`config.mk`:
```
export PLATFORM = sky130hd
export DESIGN_NAME = uart_rx
export DESIGN_NICKNAME = d
export VERILOG_FILES = /design/src/rtl/uart_pkg.sv /design/src/rtl/uart_rx_sampler.sv /design/src/rtl/uart_rx.sv
export SDC_FILE = /design/constraint.sdc
export NUM_CORES = 1
export LEC_CHECK = 0
export CORE_MARGIN = 3
export CORE_UTILIZATION = 57
export CTS_CLUSTER_SIZE = 14
export DETAILED_ROUTE_END_ITERATION = 10
export GPL_ROUTABILITY_DRIVEN = 0
export HOLD_SLACK_MARGIN = 0.06
export PLACE_DENSITY = 0.79
export SLEW_MARGIN = 20
export SYNTH_ARGS = -nofsm -noshare
export SYNTH_HDL_FRONTEND = slang
export SYNTH_SLANG_ARGS = --single-unit
```
`constraint.sdc`:
```
create_clock -name CLK -period 2.5 [get_ports CLK]
set_clock_uncertainty 0.05 [all_clocks]
set_input_delay 0.75 -clock CLK [delete_from_list [all_inputs] [get_ports CLK]]
set_output_delay 0.75 -clock CLK [all_outputs]
set_load 0.05 [all_outputs]
```
`src/rtl/uart_pkg.sv`:
```
// uart_pkg: shared types and constants for the UART receive path.
// Holds the receiver state enum, parity encodings, legal prescales and the data width.
package uart_pkg;

  localparam int DATA_W_DEF = 8;

  // Parity encoding, identical to the transmitter's PAR_TYP.
  localparam logic PAR_EVEN = 1'b0;
  localparam logic PAR_ODD  = 1'b1;

  localparam int PRESC_8  = 8;
  localparam int PRESC_16 = 16;
  localparam int PRESC_32 = 32;

  typedef enum logic [2:0] {
    IDLE,
    START,
    DATA,
    PARITY,
    STOP
  } uart_rx_state_e;

endpackage

```
`src/rtl/uart_rx_sampler.sv`:
```
// uart_rx_sampler: per-bit edge counter and mid-bit sample capture.
// Ports: CLK/RST, rx_i line, run_i count enable, presc_i clocks per bit;
// edge_cnt_o position in bit, bit_done_o last edge, sampled_bit_o bit value.
// UART_RX_MAJORITY_EN selects a 2-of-3 vote over three mid-bit samples.
module uart_rx_sampler
  import uart_pkg::*;
#(
  parameter int PRESC_W = 6
) (
  input  logic               CLK,
  input  logic               RST,
  input  logic               rx_i,
  input  logic               run_i,
  input  logic [PRESC_W-1:0] presc_i,
  output logic [PRESC_W-1:0] edge_cnt_o,
  output logic               bit_done_o,
  output logic               sampled_bit_o
);

  logic [PRESC_W-1:0] edge_cnt_q;
  logic [PRESC_W-1:0] edge_cnt_d;
  logic [PRESC_W-1:0] last_e;
  logic [PRESC_W-1:0] mid_e;

  assign last_e = presc_i - PRESC_W'(1);
  assign mid_e  = presc_i >> 1;

  always_comb begin
    edge_cnt_d = '0;
    if (run_i) begin
      if (edge_cnt_q == last_e) begin
        edge_cnt_d = '0;
      end else begin
        edge_cnt_d = edge_cnt_q + PRESC_W'(1);
      end
    end
  end

  always_ff @(posedge CLK or posedge RST) begin
    if (RST) begin
      edge_cnt_q <= '0;
    end else begin
      edge_cnt_q <= edge_cnt_d;
    end
  end

  assign edge_cnt_o = edge_cnt_q;
  assign bit_done_o = run_i && (edge_cnt_q == last_e);

`ifdef UART_RX_MAJORITY_EN
  logic s0_q;
  logic s1_q;
  logic s2_q;

  always_ff @(posedge CLK or posedge RST) begin
    if (RST) begin
      s0_q <= 1'b0;
      s1_q <= 1'b0;
      s2_q <= 1'b0;
    end else begin
      if (edge_cnt_q == mid_e - PRESC_W'(2)) s0_q <= rx_i;
      if (edge_cnt_q == mid_e - PRESC_W'(1)) s1_q <= rx_i;
      if (edge_cnt_q == mid_e) s2_q <= rx_i;
    end
  end

  assign sampled_bit_o = (s0_q & s1_q) |
                         (s0_q & s2_q) |
                         (s1_q & s2_q);
`else
  logic s1_q;

  always_ff @(posedge CLK or posedge RST) begin
    if (RST) begin
      s1_q <= 1'b0;
    end else if (edge_cnt_q == mid_e - PRESC_W'(1)) begin
      s1_q <= rx_i;
    end
  end

  assign sampled_bit_o = s1_q;
`endif

endmodule

```
`src/rtl/uart_rx.sv`:
```
// uart_rx: oversampling UART receiver, 8N1 / 8E1 / 8O1 frames.
// Ports: CLK, RST (async high), RX_IN, PAR_EN, PAR_TYP, Prescale in;
// P_DATA last good byte, data_valid / par_err / stp_err one-cycle strobes.
// Optional macro UART_RX_MAJORITY_EN enables 3-sample majority voting.
module uart_rx
  import uart_pkg::*;
#(
  parameter int DATA_W  = DATA_W_DEF,
  parameter int PRESC_W = 6
) (
  input  logic               CLK,
  input  logic               RST,
  input  logic               RX_IN,
  input  logic               PAR_EN,
  input  logic               PAR_TYP,
  input  logic [PRESC_W-1:0] Prescale,
  output logic [DATA_W-1:0]  P_DATA,
  output logic               data_valid,
  output logic               par_err,
  output logic               stp_err
);

  localparam int BW = $clog2(DATA_W);

  uart_rx_state_e state_q, state_d;

  logic [BW-1:0]      bit_cnt_q, bit_cnt_d;
  logic [DATA_W-1:0]  shift_q, shift_d;
  logic [DATA_W-1:0]  pdata_q, pdata_d;
  logic               par_bad_q, par_bad_d;
  logic               par_en_q, par_en_d;
  logic               par_typ_q, par_typ_d;
  logic [PRESC_W-1:0] presc_q, presc_d;
  logic               dv_q, dv_d;
  logic               pe_q, pe_d;
  logic               se_q, se_d;

  logic [PRESC_W-1:0] edge_cnt;
  logic               bit_done;
  logic               sbit;
  logic               start_det;
  logic               run;

  // The idle counter is always parked at 0, so the
  // detecting cycle is edge 0 of the start bit.
  assign start_det = (state_q == IDLE) && !RX_IN &&
                     (edge_cnt == '0);
  assign run       = (state_q != IDLE) || start_det;

  uart_rx_sampler #(
    .PRESC_W(PRESC_W)
  ) u_sampler (
    .CLK          (CLK),
    .RST          (RST),
    .rx_i         (RX_IN),
    .run_i        (run),
    .presc_i      (presc_q),
    .edge_cnt_o   (edge_cnt),
    .bit_done_o   (bit_done),
    .sampled_bit_o(sbit)
  );

  always_comb begin
    state_d   = state_q;
    bit_cnt_d = bit_cnt_q;
    shift_d   = shift_q;
    pdata_d   = pdata_q;
    par_bad_d = par_bad_q;
    par_en_d  = par_en_q;
    par_typ_d = par_typ_q;
    presc_d   = presc_q;
    dv_d      = 1'b0;
    pe_d      = 1'b0;
    se_d      = 1'b0;
    unique case (state_q)
      IDLE: begin
        if (start_det) begin
          state_d   = START;
          par_en_d  = PAR_EN;
          par_typ_d = PAR_TYP;
          presc_d   = Prescale;
          par_bad_d = 1'b0;
          bit_cnt_d = '0;
        end
      end
      START: begin
        if (bit_done) begin
          state_d = sbit ? IDLE : DATA;
        end
      end
      DATA: begin
        if (bit_done) begin
          shift_d[bit_cnt_q] = sbit;
          if (bit_cnt_q == BW'(DATA_W - 1)) begin
            state_d = par_en_q ? PARITY : STOP;
          end else begin
            bit_cnt_d = bit_cnt_q + BW'(1);
          end
        end
      end
      PARITY: begin
        if (bit_done) begin
          par_bad_d = sbit ^ (^shift_q) ^
                      (par_typ_q == PAR_ODD);
          state_d   = STOP;
        end
      end
      STOP: begin
        if (bit_done) begin
          dv_d    = sbit && !par_bad_q;
          pe_d    = par_bad_q;
          se_d    = !sbit;
          if (sbit && !par_bad_q) pdata_d = shift_q;
          state_d = IDLE;
        end
      end
      default: state_d = IDLE;
    endcase
  end

  always_ff @(posedge CLK or posedge RST) begin
    if (RST) begin
      state_q   <= IDLE;
      bit_cnt_q <= '0;
      shift_q   <= '0;
      pdata_q   <= '0;
      par_bad_q <= 1'b0;
      par_en_q  <= 1'b0;
      par_typ_q <= PAR_EVEN;
      presc_q   <= PRESC_W'(PRESC_8);
      dv_q      <= 1'b0;
      pe_q      <= 1'b0;
      se_q      <= 1'b0;
    end else begin
      state_q   <= state_d;
      bit_cnt_q <= bit_cnt_d;
      shift_q   <= shift_d;
      pdata_q   <= pdata_d;
      par_bad_q <= par_bad_d;
      par_en_q  <= par_en_d;
      par_typ_q <= par_typ_d;
      presc_q   <= presc_d;
      dv_q      <= dv_d;
      pe_q      <= pe_d;
      se_q      <= se_d;
    end
  end

  assign P_DATA     = pdata_q;
  assign data_valid = dv_q;
  assign par_err    = pe_q;
  assign stp_err    = se_q;

endmodule

```
==> metrics.txt <==
# TYPE chip_impl_metric gauge
chip_impl_metric{name="antenna_found_initial",unit=""} 0
chip_impl_info{name="rr_startpoint",value="presc_q[0]"} 1
chip_impl_metric{name="final-hold-violation-count",unit=""} 0
chip_impl_metric{name="design.die.area",unit="sq mm"} 0.00487
chip_impl_metric{name="cts_made_buffers",unit=""} 5
chip_impl_metric{name="pin_count",unit=""} 22
chip_impl_metric{name="global_route.usage.met1",unit=""} 0.286
chip_impl_metric{name="synth.ff_latch_count",unit=""} 41
chip_impl_metric{name="hold_path_depth",unit=""} 1
chip_impl_metric{name="cts_repair_resize_count",unit=""} 0
chip_impl_metric{name="route.detailed.vias_per_inst",unit=""} 5.74
chip_impl_metric{name="drt-initial-drc-count",unit=""} 124
chip_impl_metric{name="chipWidth",unit="um"} 69.8
chip_impl_metric{name="worst-endpoint-arrival",unit="ns"} 2.46
chip_impl_metric{name="chipHeight",unit="um"} 69.8
chip_impl_metric{name="netlist-cell-type-count",unit=""} 45
chip_impl_metric{name="report.final.slew_viol_count",unit=""} 0
chip_impl_metric{name="first_global_vias",unit=""} 1676
chip_impl_metric{name="power.static_leakage",unit="uW"} 0.00129
chip_impl_metric{name="post-route-min-period",unit="ns"} 2.33
chip_impl_metric{name="path_clk_slew",unit="ns"} 0.08
chip_impl_info{name="leading_cell_types_in_the_layout_fill_and_taps_excluded",value="dfrtp_1, clkdlybuf4s50_1, buf_4, xnor2_1, mux2_2"} 1
chip_impl_info{name="min_from",value="P_DATA[2]"} 1
chip_impl_metric{name="num_vias",unit=""} 1630
chip_impl_metric{name="layout-drive-gt1-share",unit=""} 0.208
chip_impl_metric{name="num_antenna_cells",unit=""} 0
chip_impl_metric{name="max-clock-path-buffers",unit=""} 2
chip_impl_info{name="grt.busiest_layer",value="met2"} 1
chip_impl_metric{name="area_growth_syn_to_layout",unit="%"} 18.8
chip_impl_info{name="final_common_cell",value="dfrtp_1"} 1
chip_impl_metric{name="floorplan.initialDensity",unit=""} 0.610
chip_impl_metric{name="layout_nets",unit=""} 253
chip_impl_metric{name="post-route-drc-count",unit=""} 0
chip_impl_metric{name="p_total",unit="uW"} 1160
chip_impl_metric{name="ir_drop",unit="V"} 0.000367
chip_impl_info{name="setup.worst_path.class",value="flop to flop"} 1
chip_impl_metric{name="dp_worst_setup_slack",unit="ns"} 0.0797
chip_impl_metric{name="core_region_area",unit="sq mm"} 0.00380
chip_impl_metric{name="filler_cell_count",unit=""} 283
chip_impl_metric{name="crit_fanout",unit=""} 8
chip_impl_metric{name="global_route.usage.met3",unit=""} 0.0362
chip_impl_info{name="whs_endpoint",value="P_DATA[2]"} 1
chip_impl_metric{name="power-per-cell-area",unit="mW/mm^2"} 420
chip_impl_metric{name="layout_setup_ws",unit="ns"} 0.171
chip_impl_metric{name="overflow",unit=""} 0
chip_impl_metric{name="mappedNetlistNets",unit=""} 217
chip_impl_metric{name="worst_path_largest_cell_delay",unit="ns"} 0.44
chip_impl_info{name="cts.root.buffer_cell",value="clkbuf_8"} 1
chip_impl_metric{name="grt_first_pass_wirelength",unit="mm"} 7.96
chip_impl_metric{name="relSlewSlack",unit=""} 0.653
chip_impl_metric{name="syn-mean-instance-area",unit="sq um"} 11.7
chip_impl_info{name="tritoncts",value="yes"} 1
chip_impl_info{name="rr_endpoint",value="P_DATA[2]"} 1
chip_impl_metric{name="post_synth_inst_count",unit=""} 199
chip_impl_info{name="critical_path.startpoint_type",value="flop"} 1
chip_impl_metric{name="grt_use_total",unit=""} 0.205
chip_impl_metric{name="crit_required",unit="ns"} 2.63
chip_impl_info{name="worstHoldPathType",value="flop to flop"} 1
chip_impl_info{name="synth-main-ff-cell",value="dfrtp_1"} 1
chip_impl_metric{name="placement_rows",unit=""} 22
chip_impl_metric{name="cts.sink_count",unit=""} 41
chip_impl_metric{name="timing.max_cap.violations",unit=""} 0
chip_impl_metric{name="port_buffers",unit=""} 21
chip_impl_metric{name="r2r_slack",unit="ns"} 0.17
chip_impl_metric{name="reg2reg_depth",unit=""} 8
chip_impl_metric{name="dp_hpwl",unit="mm"} 3.47
chip_impl_metric{name="worstSkewPairLatency",unit="ns"} 0.29
chip_impl_metric{name="max_freq",unit="MHz"} 429
chip_impl_metric{name="routedWlPerCell",unit="um"} 16.0
chip_impl_info{name="cp_capture_type",value="flop"} 1
chip_impl_metric{name="area.sequential",unit="sq mm"} 0.00103
chip_impl_metric{name="drt-pass1-iter-count",unit=""} 4
chip_impl_metric{name="grt_start_max_net_pins",unit=""} 17
chip_impl_metric{name="cts_max_level",unit=""} 2
chip_impl_metric{name="multi_input_combinational_cell_area",unit="sq mm"} 0.00119
chip_impl_metric{name="fin_worst_hold_slack",unit="ns"} 0.451
chip_impl_metric{name="grt_met2_use",unit=""} 0.323
chip_impl_info{name="timing.critical_path.cells",value="inv_1, ha_1, xor2_1, nand2_1, nor4b_4, buf_4, nand4_4, mux2_1"} 1
chip_impl_metric{name="ys_warn_count",unit=""} 0
chip_impl_metric{name="antenna_left",unit=""} 0
chip_impl_metric{name="final.setup.tns",unit="ns"} 0
chip_impl_metric{name="synth-async-reset-ratio",unit=""} 1.00
chip_impl_metric{name="wirelength",unit="mm"} 4.56
chip_impl_info{name="grt_setup_unrepaired",value="false"} 1
chip_impl_metric{name="cts_hold_buffers",unit=""} 0
chip_impl_info{name="outcome",value="finished, final reports clean"} 1
chip_impl_info{name="timing.critical_path.slowest_stage_cell",value="dfrtp_1"} 1
chip_impl_metric{name="synth-seq-area-share",unit=""} 0.443
chip_impl_metric{name="min_period_over_period",unit=""} 0.931
chip_impl_metric{name="number_of_flops_mapped_to_enable_cells_by_yosys",unit=""} 0
chip_impl_metric{name="tightestPinTransition",unit="ns"} 0.521
chip_impl_metric{name="timing.final.setup_violations",unit=""} 0
chip_impl_metric{name="mappedNetlistArea",unit="sq mm"} 0.00232
==> cells by family (layout without fill, tap and decap cells) <==
logic type | Yosys count | count (layout) | synth area share
flip-flops | 41 | 41 | 0.443
adder cells (fa/ha/maj) | 7 | 7 | 0.0378
AND/OR/NAND/NOR | 57 | 57 | 0.164
AO/OA/AOI/OAI | 18 | 18 | 0.0669
buffers and inverters | 20 | 57 | 0.0442
XOR/XNOR | 26 | 26 | 0.101
multiplexers | 30 | 30 | 0.143
==> worst max-delay path, delay by kind of cell, from the launching register on <==
family | cells | cell delay (ns)
xor gates and xnor gates | 1 | 0.15
adders and majority gates | 1 | 0.30
buffers and inverters | 2 | 0.25
DFF | 1 | 0.44
muxes | 1 | 0.36
and+or+nand+nor | 3 | 0.65
==> synth_stat cells, types with 2 or more instances <==
| cell | count | area share |
|---|---|---|
| nor4b_1 | 3 | 0.011 |
| buf_4 | 2 | 0.0065 |
| and3_1 | 6 | 0.016 |
| ha_1 | 7 | 0.038 |
| clkbuf_1 | 2 | 0.0032 |
| nand4b_1 | 4 | 0.015 |
| nor2_1 | 6 | 0.0097 |
| inv_1 | 10 | 0.016 |
| a21o_1 | 2 | 0.0065 |
| nand4_1 | 5 | 0.013 |
| buf_6 | 2 | 0.0097 |
| mux2_1 | 10 | 0.049 |
| nor3_1 | 3 | 0.0065 |
| buf_2 | 3 | 0.0065 |
| xor2_1 | 9 | 0.034 |
| nand2_1 | 8 | 0.013 |
| a211oi_1 | 6 | 0.019 |
| a31oi_1 | 2 | 0.0054 |
| and2_1 | 3 | 0.0081 |
| nand2b_1 | 2 | 0.0054 |
| dfrtp_1 | 40 | 0.43 |
| xnor2_1 | 16 | 0.060 |
| nand3_1 | 5 | 0.011 |
| mux2i_1 | 5 | 0.022 |
| nor2b_1 | 2 | 0.0054 |
| nor4_1 | 3 | 0.0081 |
| mux2_2 | 15 | 0.073 |
==> area by class of cell <==
cell class              count  share of cell area
multi-input cells         138               0.431
flip-flops and latches     41               0.373
repair buffers             39               0.125
clock buffers               6              0.0300
well taps                  48              0.0218
inverters                  10              0.0136
clock inverters             2             0.00500
==> how the worst max path moves through the flow <==
stage	startpoint	endpoint	slack, ns	depth (start not counted)
3_5_place_dp	presc_q[0]	P_DATA[2]	0.08	6
5_1_grt	presc_q[2]	shift_q[4]	0.02	8
4_1_cts	presc_q[0]	P_DATA[2]	0.04	6
2_1_floorplan	presc_q[2]	shift_q[0]	0.31	8
3_3_place_gp	presc_q[0]	P_DATA[1]	0.19	6
6_report	presc_q[0]	P_DATA[2]	0.17	8
==> timing repair <==
item / 4_1_cts / 5_1_grt
endpoints found under the hold margin: 0 / 0
setup endpoints to repair: 0 / 24
setup buffers: 0 / 5
==> per-stage QoR <==
step,cell area (sq um),instances,utilization
2_1_floorplan,2320,199,-
3_3_place_gp,2620,271,0.690
3_5_place_dp,2620,271,0.690
4_1_cts,2720,279,0.715
5_1_grt,2760,284,0.725
6_report,2760,284,0.725
==> sequential cells by signal (all words and copies together), names as in the netlist <==
register                 cells
par_en_q                     1
par_typ_q                    1
shift_q                      8
par_bad_q                    1
data_valid                   1
presc_q                      6
bit_cnt_q                    3
u_sampler.edge_cnt_o         6
par_err                      1
u_sampler.sampled_bit_o      1
state_q                      3
stp_err                      1
P_DATA                       8
==> power by group <==
part	switching [uW]	internal, uW	leakage, uW
sequential	0.468	663	0.000531
combinational	19.6	19.5	0.000711
clock	230	224	0.0000512
total	250	906	0.00129
==> routing by layer <==
layer  vias to the layer above  routed length [um]
li1                        784                   -
met2                        31                2230
met5                         -                   0
met4                         0                  72
met3                         8                 145
met1                       807                2110
Power figures use the tool's default switching activity.
==> patch 1 (config.mk and constraints unchanged) <==
Register the output `stp_err` once more, with the module's reset; this adds one clock of latency there. The other outputs are not delayed to match. Comments in the files are not updated.
--- a/src/rtl/uart_rx.sv
+++ b/src/rtl/uart_rx.sv
@@ -151,3 +151,9 @@
   assign par_err    = pe_q;
-  assign stp_err    = se_q;
+  always_ff @(posedge CLK or posedge RST) begin
+    if (RST) begin
+      stp_err <= '0;
+    end else begin
+      stp_err <= se_q;
+    end
+  end
 
Check against the original RTL: same outputs for any inputs over 10 cycles, from zero or initial values and one cycle with RST high; that may be too few to reach the edited logic, so the function may still have changed.
==> patch 1 against the unedited design <==
- critical path depth is the same
- worst hold slack got worse by 0.13 ns
- count of clock-buffer cells in the layout did not move
- routed wire length is 0.15% higher
- power rose by 1.9%
- sequential cell count is 1 higher
- cell count fell by 2.5%
- critical endpoint is now shift_q[0]
- area after synthesis rose by 1.1%
- largest power group unchanged
- cell area fell by 0.86%
- combinational power decreased by 3%
- synthesized cell count up 0.50%
- global-route usage increased by 0.45 points
- worst setup slack lost 0.026 ns
==> patch 1: results (changes against the unedited design) <==
| Metric | Value |
|---|---|
| Status | `completed` |
| Comb pwr share | `3.2% (-0.2 points)` |
| Pre-CTS WS | `0.115 ns (+0.0350 ns)` |
| Register area | `1050 um2 (+2.6%)` |
| Met3 usage in global routing | `3.74% (+0.12 points)` |
| Post-synthesis adder-cell area fraction | `3.74% (-0.040 points)` |
| Layout Utilization | `71.9% (-0.63 points)` |
| Multi-In Gates | `138 (unchanged)` |
| P_clk | `0.000461 W (+2%)` |
| Syn avg cell area | `11.7 um2 (+0.57%)` |
| Inst Count DP | `268 (-1.1%)` |
| Nets | `246 (-2.8%)` |
| GR met2 Demand/Resource | `32.2% (-0.10 points)` |
| Vias per std cell | `5.94 (+3.5%)` |
| Leakage power | `1.27 nW (-1.6%)` |
| Grt met1 use | `28.7% (+0.10 points)` |
| First-pass GRT wire length | `8.11 mm (+2.0%)` |
| Routed wl met3 | `179 um (+23%)` |
| DR iter-0 viols | `152 (+23%)` |
| Worst Path Arrival | `2.48 ns (+0.02 ns)` |
| Met2 WL | `2.25 mm (+1.1%)` |
| Clock buf/inv share | `3.48% (-0.015 points)` |
| Largest net degree at the start of global routing | `43 (+26)` |
| Clock sink count | `42 (+2.4%)` |
| Compound-Gate Fraction of Synth Area | `6.62% (-0.071 points)` |
| Placed Area | `2620 um2 (-0.19%)` |
| M1 WL | `2.03 mm (-3.8%)` |
| Via count | `1645 (+0.92%)` |
| Seq/Total Area, Yosys | `44.9% (+0.59 points)` |
| Switching power of the nets | `0.000259 W (+3.5%)` |
| Crit Path Max Fanout | `12 (+4)` |
| Bufs w/o clock | `31 (-21%)` |
| Tapcells | `48 (unchanged)` |
| Worst slew pin tran | `0.524 ns (+0.00349 ns)` |
| Post-Synth XOR/XNOR Area | `10.0% (-0.11 points)` |
| HPWL after DPL | `3.29 mm (-5.1%)` |
| Layout cell share with drive strength beyond 1 | `18.3% (-2.4 points)` |
| Mapped Nets | `218 (+0.46%)` |
| Post-CTS Hold Fix Bufs | `0 (unchanged)` |
| Total GRT Usage | `21.0% (+0.45 points)` |
| Vias in the first global route | `1659 (-1.0%)` |
| Cells taking the most area after synthesis | `dfrtp_1 (44%), mux2_2 (7.2%), xnor2_1 (6.0%), mux2_1 (4.8%), ha_1 (3.7%)` |
| Post-synth top cells | `dfrtp_1 (41), xnor2_1 (16), mux2_2 (15)` |
| Clock share of power | `39.1% (about the same)` |
| VDD IR-drop max | `0.319 mV (-13%)` |
| Mux contribution to synthesized area | `14.1% (-0.15 points)` |
[patch 1: cell count changes after synthesis]
cell	change
dfrtp_1	+1
[patch 1: path summary, 6_finish.rpt]
path | from | endpoint | slack [ns] | cells past startpoint
setup / recovery | presc_q[1] | shift_q[0] | 0.15 | 8
setup reg to reg | presc_q[1] | shift_q[0] | 0.15 | 8
hold reg to reg | se_q | stp_err | 0.33 | 0
min in group asynchronous | RST | P_DATA[3] | 0.85 | 3
hold / removal | se_q | stp_err | 0.33 | 0
max in group asynchronous | RST | presc_q[1] | 1.17 | 3
[patch 1: timing repair]
item | 4_1_cts | 5_1_grt
setup endpoints to repair | 0 | 8
gates resized for setup | 0 | 3
buffers inserted | 0 | 1
hold endpoints to repair | 0 | 0
[patch 1: critical path: stages, from the launching register on]
cell and delay (ns):
dfrtp_2 0.44, inv_1 0.12, ha_1 0.20, a21boi_4 0.21
a21oi_1 0.12, nor4b_4 0.41, buf_6 0.20, nand4b_1 0.14
mux2_1 0.35
==> patch 2 (same flow settings) <==
Without the edit above. The option `UART_RX_MAJORITY_EN` is turned on by a define.
--- a/src/rtl/uart_rx_sampler.sv
+++ b/src/rtl/uart_rx_sampler.sv
@@ -4,2 +4,4 @@
 // UART_RX_MAJORITY_EN selects a 2-of-3 vote over three mid-bit samples.
+`define UART_RX_MAJORITY_EN
+
 module uart_rx_sampler
Function: no difference found for any inputs over 10 cycles, from zero or initial values and one cycle with RST high; that may be too few to reach the edited logic, so the function may still have changed.
==> patch 2 against the unedited design <==
- power increased by 4.3%
- highest routed layer unchanged
- global-route usage rose by 0.24 points
- worst setup slack lost 0.084 ns
- cell area is 6.5% higher
- routed wire length rose by 6.8%
- area after synthesis rose by 7.8%
- sequential cell count increased by 2
==> patch 2: results (changes against the unedited design) <==
| Metric | Value |
|---|---|
| Netlist cell types | `40 (-11%)` |
| Reg2reg start | `presc_q[1]` |
| Mux contribution to synthesized area | `14.2% (-0.13 points)` |
| Area grow syn2layout | `17.4%` |
| GR met2 Demand/Resource | `33.3% (+0.95 points)` |
| Initial antenna violation count | `0 (unchanged)` |
| Dominant synthesized flop cell | `dfrtp_1` |
| Post-Synth XOR/XNOR Area | `11.2% (+1.1 points)` |
| Gr ovfl total | `0 (unchanged)` |
| Worst Path Arrival | `2.55 ns (+0.09 ns)` |
| Async SR Flop Fraction | `100% (unchanged)` |
| Num CTS Buffers | `5 (unchanged)` |
| Vias in the first global route | `1770 (+5.6%)` |
| Fillers | `309 (+9.2%)` |
| Resize count post-CTS | `0 (unchanged)` |
| Vias per std cell | `5.63 (-1.8%)` |
| Met3 usage in global routing | `4.99% (+1.4 points)` |
| Hold path depth | `1 (unchanged)` |
| Largest net degree at the start of global routing | `44 (+27)` |
| Seq/Total Area, Yosys | `43.1% (-1.2 points)` |
| Post-synthesis adder-cell area fraction | `4.41% (+0.63 points)` |
| Drt first pass iters | `4 (unchanged)` |
| Pre-CTS WS | `-0.189 ns (-0.269 ns)` |
| Total GRT Usage | `20.8% (+0.24 points)` |
| Final Worst Setup Slack | `0.0872 ns (-0.0842 ns)` |
| Slew HR | `62.3% (-3.0 points)` |
| VDD IR-drop max | `0.319 mV (-13%)` |
| Hold EP | `data_valid` |
| DR iter-0 viols | `119 (-4.0%)` |
| Root Buffer | `clkbuf_8` |
| Placed Area | `2840 um2 (+8.4%)` |
| Hold Path Class | `reg2reg` |
| Leakage power | `1.29 nW (-0.52%)` |
| Cells taking the most area after synthesis | `dfrtp_1 (42%), mux2_2 (12%), xnor2_1 (6.0%), xor2_1 (5.3%), ha_1 (4.0%)` |
| Clock Path Buffers | `2 (unchanged)` |
| Reg-to-Reg End | `shift_q[7]` |
| Status | `completed` |
| R2R cell count | `8 (unchanged)` |
| Startpoint of the worst hold path | `par_bad_q` |
| R2R Setup Slk | `0.15 ns (-0.02 ns)` |
| Nets | `285 (+13%)` |
| End point of the critical path | `presc_q[4]` |
| Grt met1 use | `27.3% (-1.3 points)` |
| Clock-pin slew on the worst setup and hold paths | `0.09 ns` |
| Worst skew pair latency | `0.30 ns` |
| HPWL after DPL | `3.58 mm (+3.4%)` |
| First-pass GRT wire length | `8.34 mm (+4.8%)` |
| Ant diodes | `0 (unchanged)` |
| Post-synth top cells | `dfrtp_1 (42), mux2_2 (27), xnor2_1 (17)` |
| Compound-Gate Fraction of Synth Area | `4.01% (-2.7 points)` |
| Mapped Nets | `254 (+17%)` |
| Routed WL per cell | `15.3 um (-4.4%)` |
| Critical Path Start | `RX_IN` |
| Layout cell share with drive strength beyond 1 | `22.8% (+2.1 points)` |
| Crit Path Max Fanout | `9 (+1)` |
-- patch 2: through the flow --
stage / util (%) / hold WS, ns / total power [W] / TNS [ns] / cells
5_1_grt: 71.3 / 0.455 / 0.00125 / 0 / 317
3_5_place_dp: 69.0 / 0.429 / 0.000755 / -2.50 / 309
3_3_place_gp: 69.0 / 0.416 / 0.000754 / -1.53 / 309
4_1_cts: 71.3 / 0.444 / 0.00122 / 0 / 317
2_1_floorplan: - / 0.383 / 0.000729 / 0 / 235
6_report: 71.3 / 0.453 / 0.00121 / 0 / 317
-- patch 2: cells by family (layout without fill, tap and decap cells) --
| group | count (synthesis) | after routing |
|---|---|---|
| compound gates | 14 | 14 |
| xor+xnor | 32 | 32 |
| fa+ha+maj | 9 | 9 |
| buf+inv | 25 | 57 |
| flops | 43 | 43 |
| mux | 32 | 32 |
| simple gates | 80 | 80 |
-- patch 2: cell type report --
type / count / area, um2 / area share [%]
inverter: 11 / 41.3 / 1.41
clock buffer: 5 / 68.8 / 2.35
multi-input combinational: 167 / 1300 / 44.2
clock inverter: 3 / 23.8 / 0.810
tap: 50 / 62.6 / 2.13
timing repair buffer: 38 / 363 / 12.4
sequential: 43 / 1080 / 36.7
-- patch 2: where the power goes --
group          internal (W)  switching [W]   total, W
combinational     0.0000209      0.0000211  0.0000420
clock              0.000200       0.000267   0.000467
sequential         0.000697    0.000000972   0.000698
-- patch 2: layer usage --
metal	up-vias	routed length [um]
li1	869	-
met1	879	2230
met2	31	2340
met3	7	193
met4	0	94
met5	-	0
-- patch 2: critical path, stage by stage --
cell	delay, ns
clkdlybuf4s50_1	0.45
or4b_1	0.47
nor3_1	0.26
nand2_1	0.13
buf_4	0.21
mux2_2	0.28
